$ cat config.mk
export PLATFORM = sky130hd
export DESIGN_NAME = pc_sequencer
export DESIGN_NICKNAME = d
export VERILOG_FILES = /design/src/rtl/pc_sequencer.sv
export SDC_FILE = /design/constraint.sdc
export NUM_CORES = 1
export LEC_CHECK = 0
export BUFFER_PORTS_ARGS = -buffer_cell sky130_fd_sc_hd__clkbuf_2
export CAP_MARGIN = 20
export CORE_MARGIN = 8
export CORE_UTILIZATION = 50
export DETAILED_ROUTE_END_ITERATION = 10
export GPL_TIMING_DRIVEN = 0
export PLACE_DENSITY = 0.95
export RECOVER_POWER = 100
export SLEW_MARGIN = 25
export SYNTH_ARGS = -nofsm -noshare
export SYNTH_HDL_FRONTEND = slang
export SYNTH_SLANG_ARGS = --single-unit
$ cat constraint.sdc
create_clock -name clk -period 4.6 [get_ports clk]
set_input_delay 0.92 -clock clk [delete_from_list [all_inputs] [get_ports clk]]
set_output_delay 0.92 -clock clk [all_outputs]
set_load 0.01 [all_outputs]
$ cat src/rtl/pc_sequencer.sv
// rtl/pc_sequencer.sv - fetch PC register and next-PC sequencer (optional counters: PCSEQ_PERF_EN)
module pc_sequencer #(
    parameter logic [31:0] RESET_PC = 32'h0000_3000,
    parameter int          CNT_W    = 32
) (
    input  logic              clk,
    input  logic              rstn,
    input  logic              stall,
    input  logic              halt,
    input  logic              id_jump,
    input  logic [31:0]       id_target,
    input  logic              ex_branch,
    input  logic              ex_taken,
    input  logic [31:0]       ex_target,
    output logic [31:0]       pc,
    output logic [31:0]       pc_plus4,
    output logic              if_valid,
    output logic              flush_ifid,
    output logic              flush_idex,
    output logic              halted
`ifdef PCSEQ_PERF_EN
    ,
    output logic [CNT_W-1:0]  perf_branch,
    output logic [CNT_W-1:0]  perf_mispred,
    output logic [CNT_W-1:0]  perf_jump
`endif
);

    typedef enum logic [1:0] {
        S_BOOT = 2'd0,
        S_RUN  = 2'd1,
        S_HALT = 2'd2
    } state_t;

    state_t      r_state;
    state_t      w_next_state;
    logic [31:0] r_pc;
    logic [31:0] w_next_pc;
    logic [31:0] w_pc_plus4;
    logic        w_jump_acc;
    logic        w_unused_bits;

    // Targets are word addresses; the low two bits are forced to zero.
    assign w_unused_bits = &{1'b0, id_target[1:0], ex_target[1:0]};

    assign w_pc_plus4 = r_pc + 32'd4;
    assign pc         = r_pc;
    assign pc_plus4   = w_pc_plus4;

    always_ff @(posedge clk or negedge rstn) begin
        if (!rstn) begin
            r_state <= S_BOOT;
            r_pc    <= RESET_PC;
        end else begin
            r_state <= w_next_state;
            r_pc    <= w_next_pc;
        end
    end

    always_comb begin
        w_next_state = r_state;
        w_next_pc    = r_pc;
        if_valid     = 1'b0;
        flush_ifid   = 1'b0;
        flush_idex   = 1'b0;
        halted       = 1'b0;
        w_jump_acc   = 1'b0;
        case (r_state)
            S_BOOT: w_next_state = S_RUN;
            S_RUN: begin
                if_valid = 1'b1;
                // A taken branch is a misprediction and beats every other event.
                if (ex_branch && ex_taken) begin
                    w_next_pc  = {ex_target[31:2], 2'b00};
                    flush_ifid = 1'b1;
                    flush_idex = 1'b1;
                end else if (halt && !stall) begin
                    w_next_state = S_HALT;
                end else if (id_jump && !stall) begin
                    w_next_pc  = {id_target[31:2], 2'b00};
                    flush_ifid = 1'b1;
                    w_jump_acc = 1'b1;
                end else if (!stall) begin
                    w_next_pc = w_pc_plus4;
                end
            end
            S_HALT: halted = 1'b1;
            default: w_next_state = S_BOOT;
        endcase
    end

`ifdef PCSEQ_PERF_EN
    logic [CNT_W-1:0] r_perf_branch;
    logic [CNT_W-1:0] r_perf_mispred;
    logic [CNT_W-1:0] r_perf_jump;
    logic             w_run;

    assign w_run        = (r_state == S_RUN);
    assign perf_branch  = r_perf_branch;
    assign perf_mispred = r_perf_mispred;
    assign perf_jump    = r_perf_jump;

    // Counters saturate at all-ones rather than wrapping.
    always_ff @(posedge clk or negedge rstn) begin
        if (!rstn) begin
            r_perf_branch  <= '0;
            r_perf_mispred <= '0;
            r_perf_jump    <= '0;
        end else begin
            if (w_run && ex_branch && (r_perf_branch != '1))
                r_perf_branch <= r_perf_branch + 1'b1;
            if (w_run && ex_branch && ex_taken && (r_perf_mispred != '1))
                r_perf_mispred <= r_perf_mispred + 1'b1;
            if (w_jump_acc && (r_perf_jump != '1))
                r_perf_jump <= r_perf_jump + 1'b1;
        end
    end
`else
    logic w_unused_cnt;
    assign w_unused_cnt = (CNT_W > 0) & w_jump_acc;
`endif

endmodule

* Word-level counts from Yosys, hierarchy flattened *
Index checks and enable logic that the tools add are counted.

word-level totals
  logic and storage cells = 32
  register bits after elaboration = 34
  input bits = 71

operators by class
  bitwise operators = 1
  reduce and logical (&&, ||, !) cells = 7
  add/sub/neg operators = 1
  equal/unequal tests = 6
  mux-type cells = 15

operators with widths
  kind                                                    count
  2-to-1 mux 32 bit                                       4
  adder 32 x 3 -> 32 bit (second input constant)          1
  2-to-1 mux 1 bit                                        8
  inequality test 2 bit (second input constant)           3
  case mux 2 bit (3 select lines)                         1
  AND reduction 3 bit                                     2
  2-to-1 mux 2 bit                                        2
  logical AND 1 bit                                       3
  inequality test 3 x 1 -> 1 bit (second input constant)  1
  == test 2 x 1 -> 1 bit (second input constant)          1
  == test 2 bit (second input constant)                   1
  zero test 2 bit                                         1
  zero test 1 bit                                         1
  NOT 1 bit                                               1

* Longest topological paths before layout *
Gate-level depths: netlist of run 1.

  word-level depth = 6
  mapped depth = 7
  depth with buffers taken out = 6

* Worst setup path before layout of run 1 *
Ideal clock, no wire load.

  path kind = input to output
  start point = input port ex_branch
  end point = output port flush_ifid
  arrival = 2.117 ns
  stages = 6
  path buffers = 3
  setup slack = 1.563 ns
  cells stage by stage = and2_1 > clkbuf_1 > o21ai_0 > clkbuf_1 > buf_2 > nor2_1

on the way
  cells in the longest elaborated chain, start to end = 3

RTL lines
  what               line  text
  start, declared    12    input logic ex_branch,
  logical AND 1 bit  73    if (ex_branch && ex_taken) begin
  2-to-1 mux 1 bit   73
  2-to-1 mux 1 bit   68    case (r_state)
  end, declared      18    output logic flush_ifid,

No other way between the ends.

* Worst setup path in the final report of run 1 *
Ends and elaborated chain as after synthesis.

==> reports/metrics.yaml, run 1 <==
worst_hold_path:
  hp-class: "reg2reg"
  min_from: "r_state[1]$_DFFE_PN0P_"
clock_network:
  post_cts_resized: 0
  cts.clk_slew.worst_paths_ps: 60
  hold_buffers: 0
  cts-root-buf: "clkbuf_8"
  cts_buffer_depth: 2
  post_cts_buffers: 0
  cts_tree: "done"
  numCtsBuffers: 5
  clk_latency_ps: 290
  clock-sinks: 32
  cts_max_level: 2
floorplan:
  num_rows: 26
  dieArea_sq_mm: 0.00798
  io_pins: 139
  initial_core_util_pct: 52.3
  core_sq_mm: 0.00514
  die_y_um: 89.3
  die_x_um: 89.3
timing:
  fin_crit_sh_pct: 85.1
  tightest_slew_ps: 1910
  clock.fmax_mhz: 255
  rsz0062_at_grt: "no"
  min_period_ps: 3920
  skew_ps: 9.07
  setup_viol: 0
  slew_violations: 33
  maxSlewHeadroom_pct: -27.3
  layout_setup_ws_ps: 684
  finalHoldViolCount: 0
  fin_tns_setup_ps: 0
placed_design:
  gp_congestion: 0.934
  dp_slack_ps: 911
  post_dp_cell_area_sq_mm: 0.00344
  hpwl_um: 7860
  dp.cells: 530
  io_buffers: 130
yosys:
  synth_warnings: 0
  synth.avg_cell_area_sq_um: 8.22
  synthTopCellsByArea: "dfrtp_1 (28%), xnor2_1 (6.8%), a21oi_1 (4.5%)"
  synth_flop_cell: "dfrtp_1"
  synth.top_cell.area_share_pct: 27.9
  seq_area_frac_synth_pct: 29.9
  yosysTopAreaCell: "dfrtp_1"
  ys_async_sr_fraction_pct: 100
  ys_ff_latch: 32
  synth_edf_count: 0
  ys_types: 58
  syn_area_sq_mm: 0.00269
  syn_inst: 327
detailed_routing:
  drtIter0Drc: 317
  vias_per_cell: 6.06
  vias: 3258
  drt-total-wl_um: 10200
  antenna_left: 0
  wl_per_cell_um: 18.9
  dr.pass1.iters: 4
  drc_errors: 0
power:
  p_leak_nw: 1.46
  peakVddDrop_v: 0.000252
  powerDensity_mw_per_mm2: 459
grt:
  grt_max_degree: 33
  grt_pass1_wl_um: 15500
  antenna_found_initial: 0
  overflow: 0
  grt_pass1_vias: 3220
  grt_use_total_pct: 25.1
job:
  drv_cap: 1
cells_and_area:
  final_cells: 538
  area_growth_pct: 26.5
  fin_nets: 539
  layout_commonest_cell: "clkbuf_1"
  insertedDiodeCount: 0
  drive_gt1_share_pct: 20.3
  multi_input_area_sq_mm: 0.00170
  final_area_sq_mm: 0.00340
  final_cell_mix: "clkbuf_1 (76), clkbuf_2 (75), dfrtp_1 (30)"
  fillers: 490
  regArea_sq_um: 803
worst_setup_path:
  start_kind: "primary input"
  critPathRequiredTime_ps: 3680
  worst_ep_arrival_time_ps: 3000
  crit_fanout: 10
  r2r_start: "pc[13]$_DFFE_PN1P_"
  r2r_slack_ps: 1980
  critPathLaunch: "ex_branch"
  path_class: "in2out"
  worst_setup_path_end_kind: "output port"
outcome:
  status: "finished, violations left"
  violations: "capacitance limit, slew limit"
[area by class of cell]
cell class / instances / share of cell area [%]
multi-input combinational: 266 / 49.9
tap: 70 / 2.57
clock buffer: 8 / 2.65
buffer: 27 / 3.57
inverter: 5 / 0.552
sequential: 32 / 23.6
timing repair buffer: 130 / 17.1
[cell usage after synthesis (all sizes together) (4+ instances only)]
cell type,instances
o21ai,20
inv,5
nand2,27
a21oi,24
mux2i,7
and2,4
a31oi,4
a22oi,7
nor2b,4
nor2,24
xnor2,21
o22ai,12
clkbuf,14
dfrtp,30
and3,11
nor4,7
o2bb2ai,5
a22o,6
xor2,7
nand4,13
nor3,5
nand3,17
buf,13
o22a,5
[where the power goes]
| part | switching [mW] | internal [mW] |
|---|---|---|
| combinational | 0.460 | 0.306 |
| clock | 0.111 | 0.122 |
| sequential | 0.181 | 0.383 |
[path summary, 6_finish.rpt]
kind	end	cells past startpoint
setup / recovery	flush_ifid	8
hold / removal	r_state[0]$_DFFE_PN0P_	1
setup reg to reg	pc[28]$_DFFE_PN0P_	5
hold reg to reg	r_state[0]$_DFFE_PN0P_	1
max in group asynchronous	pc[6]$_DFFE_PN0P_	1
min in group asynchronous	pc[17]$_DFFE_PN0P_	1
[logic make-up (layout without fill, tap and decap cells)]
group / Yosys count / in the layout / share of synthesized area, %
and+or+nand+nor: 123 / 123 / 26.7
AOI/OAI and AO/OA: 103 / 103 / 25.6
DFF: 32 / 32 / 29.9
buffers and inverters: 32 / 170 / 5.49
xor gates and xnor gates: 28 / 28 / 9.12
muxes: 7 / 7 / 2.61
adders and majority gates: 1 / 1 / 0.465
other: 1 / 4 / 0.139
[sequential cells by signal, summed over array words and instances, names as in the netlist]
signal / cells
pc: 30
r_state: 2
[metrics by stage]
stage / utilization (%) / power [mW] / hold slack, ps
2_1_floorplan: - / 1.01 / 414
3_3_place_gp: 66.9 / 1.35 / 421
3_5_place_dp: 66.9 / 1.38 / 437
4_1_cts: 68.6 / 1.61 / 444
5_1_grt: 66.2 / 1.67 / 450
6_report: 66.2 / 1.56 / 442
[critical path, cell delays in order]
cell and delay [ps]:
clkbuf_1 90, and2_0 150, clkbuf_1 150, o21ai_0 510, clkbuf_1 470, clkbuf_1 450, nor2_1 100, clkbuf_1 160
[metal layers]
metal  GRT usage, %  routed length (um)  up-vias
li1               -                   -     1511
met1           30.4                4190     1552
met2           41.3                4760      175
met3           6.62                1000       20
met4           9.67                 235        0
met5              0                   0        -
Power figures use the tool's default switching activity.
==> run 2: changes to the inputs <==
--- a/config.mk
+++ b/config.mk
@@ -7,8 +7,10 @@
 export LEC_CHECK = 0
 export BUFFER_PORTS_ARGS = -buffer_cell sky130_fd_sc_hd__clkbuf_2
 export CAP_MARGIN = 20
+export CELL_PAD_IN_SITES_DETAIL_PLACEMENT = 1
+export CELL_PAD_IN_SITES_GLOBAL_PLACEMENT = 1
 export CORE_MARGIN = 8
-export CORE_UTILIZATION = 50
+export CORE_UTILIZATION = 35
 export DETAILED_ROUTE_END_ITERATION = 10
 export GPL_TIMING_DRIVEN = 0
 export PLACE_DENSITY = 0.95
==> run 2 against run 1 <==
Net effect: the run still ends with capacitance limit, slew limit left; global-route usage shrank 3.8 points; via count is the same; first-iteration DRC count shrank 36%; worst hold slack gained 13 ps; sequential share of layout area shrank 0.30 points; fmax shrank 3.4%; clock skew shrank 1.4 ps; non-clock buffer count is the same; critical path depth is the same; setup slack lost 140 ps; critical path type unchanged; critical endpoint unchanged; largest cell class unchanged.
==> reports/metrics.yaml, run 2 (same netlist as run 1, synthesis figures left out) <==
grt:
  grt_pass1_vias: 3598
  overflow: 0
  grt.busiest_layer: "met2"
  grt_max_degree: 33
  grt_use_met1_pct: 24.6
  gr-usage-met2_pct: 37.2
  antenna_found_initial: 0
  grt_use_total_pct: 21.3
  met3_usage_pct: 5.58
  grt_pass1_wl_um: 18800
worst_setup_path:
  crit_chain: "clkbuf_1, and2_0, clkbuf_1, o21ai_0, clkbuf_1, clkbuf_1, nor2_1, clkbuf_1"
  worst_setup_path_end_kind: "output port"
  path_class: "in2out"
  start_kind: "primary input"
  cp_num_buf_inv: 5
  worst_ep_arrival_time_ps: 3130
  crit_fanout: 10
  crit_top_cell: "clkbuf_1"
  cp_slowest_cell: "o21ai_0"
  crit_family: "buffers and inverters"
  critPathRequiredTime_ps: 3680
  slowest_delay_ps: 590
clock_network:
  clk_latency_ps: 300
  cts-root-buf: "clkbuf_8"
  cts.clk_slew.worst_paths_ps: 70
  cts_buffer_depth: 2
  cts_tree: "done"
  post_cts_resized: 0
  hold_buffers: 0
  clock-sinks: 32
  post_cts_buffers: 0
  numCtsBuffers: 5
  cts_max_level: 2
placed_design:
  post_dp_cell_area_sq_mm: 0.00348
  gp_congestion: 0.918
  io_buffers: 130
  dp_slack_ps: 816
  hpwl_um: 9080
  dp.cells: 562
cells_and_area:
  final_area_sq_mm: 0.00345
  area_growth_pct: 28.2
  fin_nets: 539
  insertedDiodeCount: 0
  drive_gt1_share_pct: 20.3
  final_cells: 570
  layout_commonest_cell: "clkbuf_1"
  fillers: 1016
  largest_register_ffs: 30
  final_cell_mix: "clkbuf_1 (76), clkbuf_2 (74), dfrtp_1 (30)"
timing:
  skew_ps: 7.63
  tightest_slew_ps: 1940
  fin_tns_setup_ps: 0
  layout_setup_ws_ps: 548
  clock.fmax_mhz: 247
  slew_violations: 33
  rsz0062_at_grt: "no"
  maxSlewHeadroom_pct: -29.5
  setup_viol: 0
  fin_crit_sh_pct: 88.1
  finalHoldViolCount: 0
  min_period_ps: 4050
detailed_routing:
  antenna_left: 0
  vias: 3258
  dr.pass1.iters: 4
  vias_per_cell: 5.72
  drt-total-wl_um: 11700
  drtIter0Drc: 204
  drc_errors: 0
  wl_per_cell_um: 20.6
outcome:
  violations: "capacitance limit, slew limit"
  status: "finished, violations left"
floorplan:
  core_sq_mm: 0.00757
  die_x_um: 104
  initial_core_util_pct: 35.5
  io_pins: 139
  die_y_um: 104
  num_rows: 32
  dieArea_sq_mm: 0.0107
job:
  drv_cap: 1
power:
  p_total_mw: 1.59
  p_leak_nw: 1.46
  powerDensity_mw_per_mm2: 463
  peakVddDrop_v: 0.000224
worst_hold_path:
  hp-class: "reg2reg"
[run 2: changes by cell type in the layout (fill, tap and decap cells not counted), sizes merged]
cell    before  now
buf          8    9
clkbuf     157  156
[run 2: final timing paths]
path	start	endpoint	slack [ps]	depth (start not counted)
max in group asynchronous	rstn	pc[29]$_DFFE_PN0P_	2320	1
max reg2reg	pc[13]$_DFFE_PN1P_	pc[31]$_DFFE_PN0P_	1990	5
max	ex_branch	flush_ifid	550	8
min	r_state[1]$_DFFE_PN0P_	r_state[0]$_DFFE_PN0P_	460	1
min reg2reg	r_state[1]$_DFFE_PN0P_	r_state[0]$_DFFE_PN0P_	460	1
min in group asynchronous	rstn	pc[19]$_DFFE_PN0P_	1150	1
[run 2: cell type report]
cell class	count	area [sq um]	area share, %
buffer	27	125	3.63
clock buffer	8	90.1	2.61
inverter	5	18.8	0.545
multi-input combinational	266	1700	49.3
sequential	32	803	23.3
tap	102	128	3.70
timing repair buffer	130	581	16.8
[run 2: stage by stage]
| step | hold slack (ps) | util, % |
|---|---|---|
| after global routing | 481 | 45.5 |
| after global placement | 422 | 46.0 |
| final | 456 | 45.5 |
| after floorplan | 414 | - |
| after detailed placement | 446 | 46.0 |
| after CTS | 459 | 47.2 |
[run 2: layer usage]
metal / routed length [um] / up-vias / share of wire [%]
met5: 0 / - / 0
met1: 4920 / 1592 / 42
met2: 5760 / 139 / 49
met4: 244 / 0 / 2.1
li1: - / 1507 / -
met3: 801 / 20 / 6.8
[run 2: worst reg2reg max path: cells and delay by family, from the launching register on]
family             cells  cell delay (ps)
and+or+nand+nor        3             1390
DFF                    1              670
AOI/OAI and AO/OA      2              440
[run 2: report_power, final]
| part | switching (mW) | total (mW) | internal, mW |
|---|---|---|---|
| clock | 0.121 | 0.244 | 0.122 |
| combinational | 0.469 | 0.777 | 0.308 |
| sequential | 0.191 | 0.574 | 0.382 |
| total | 0.782 | 1.59 | 0.812 |
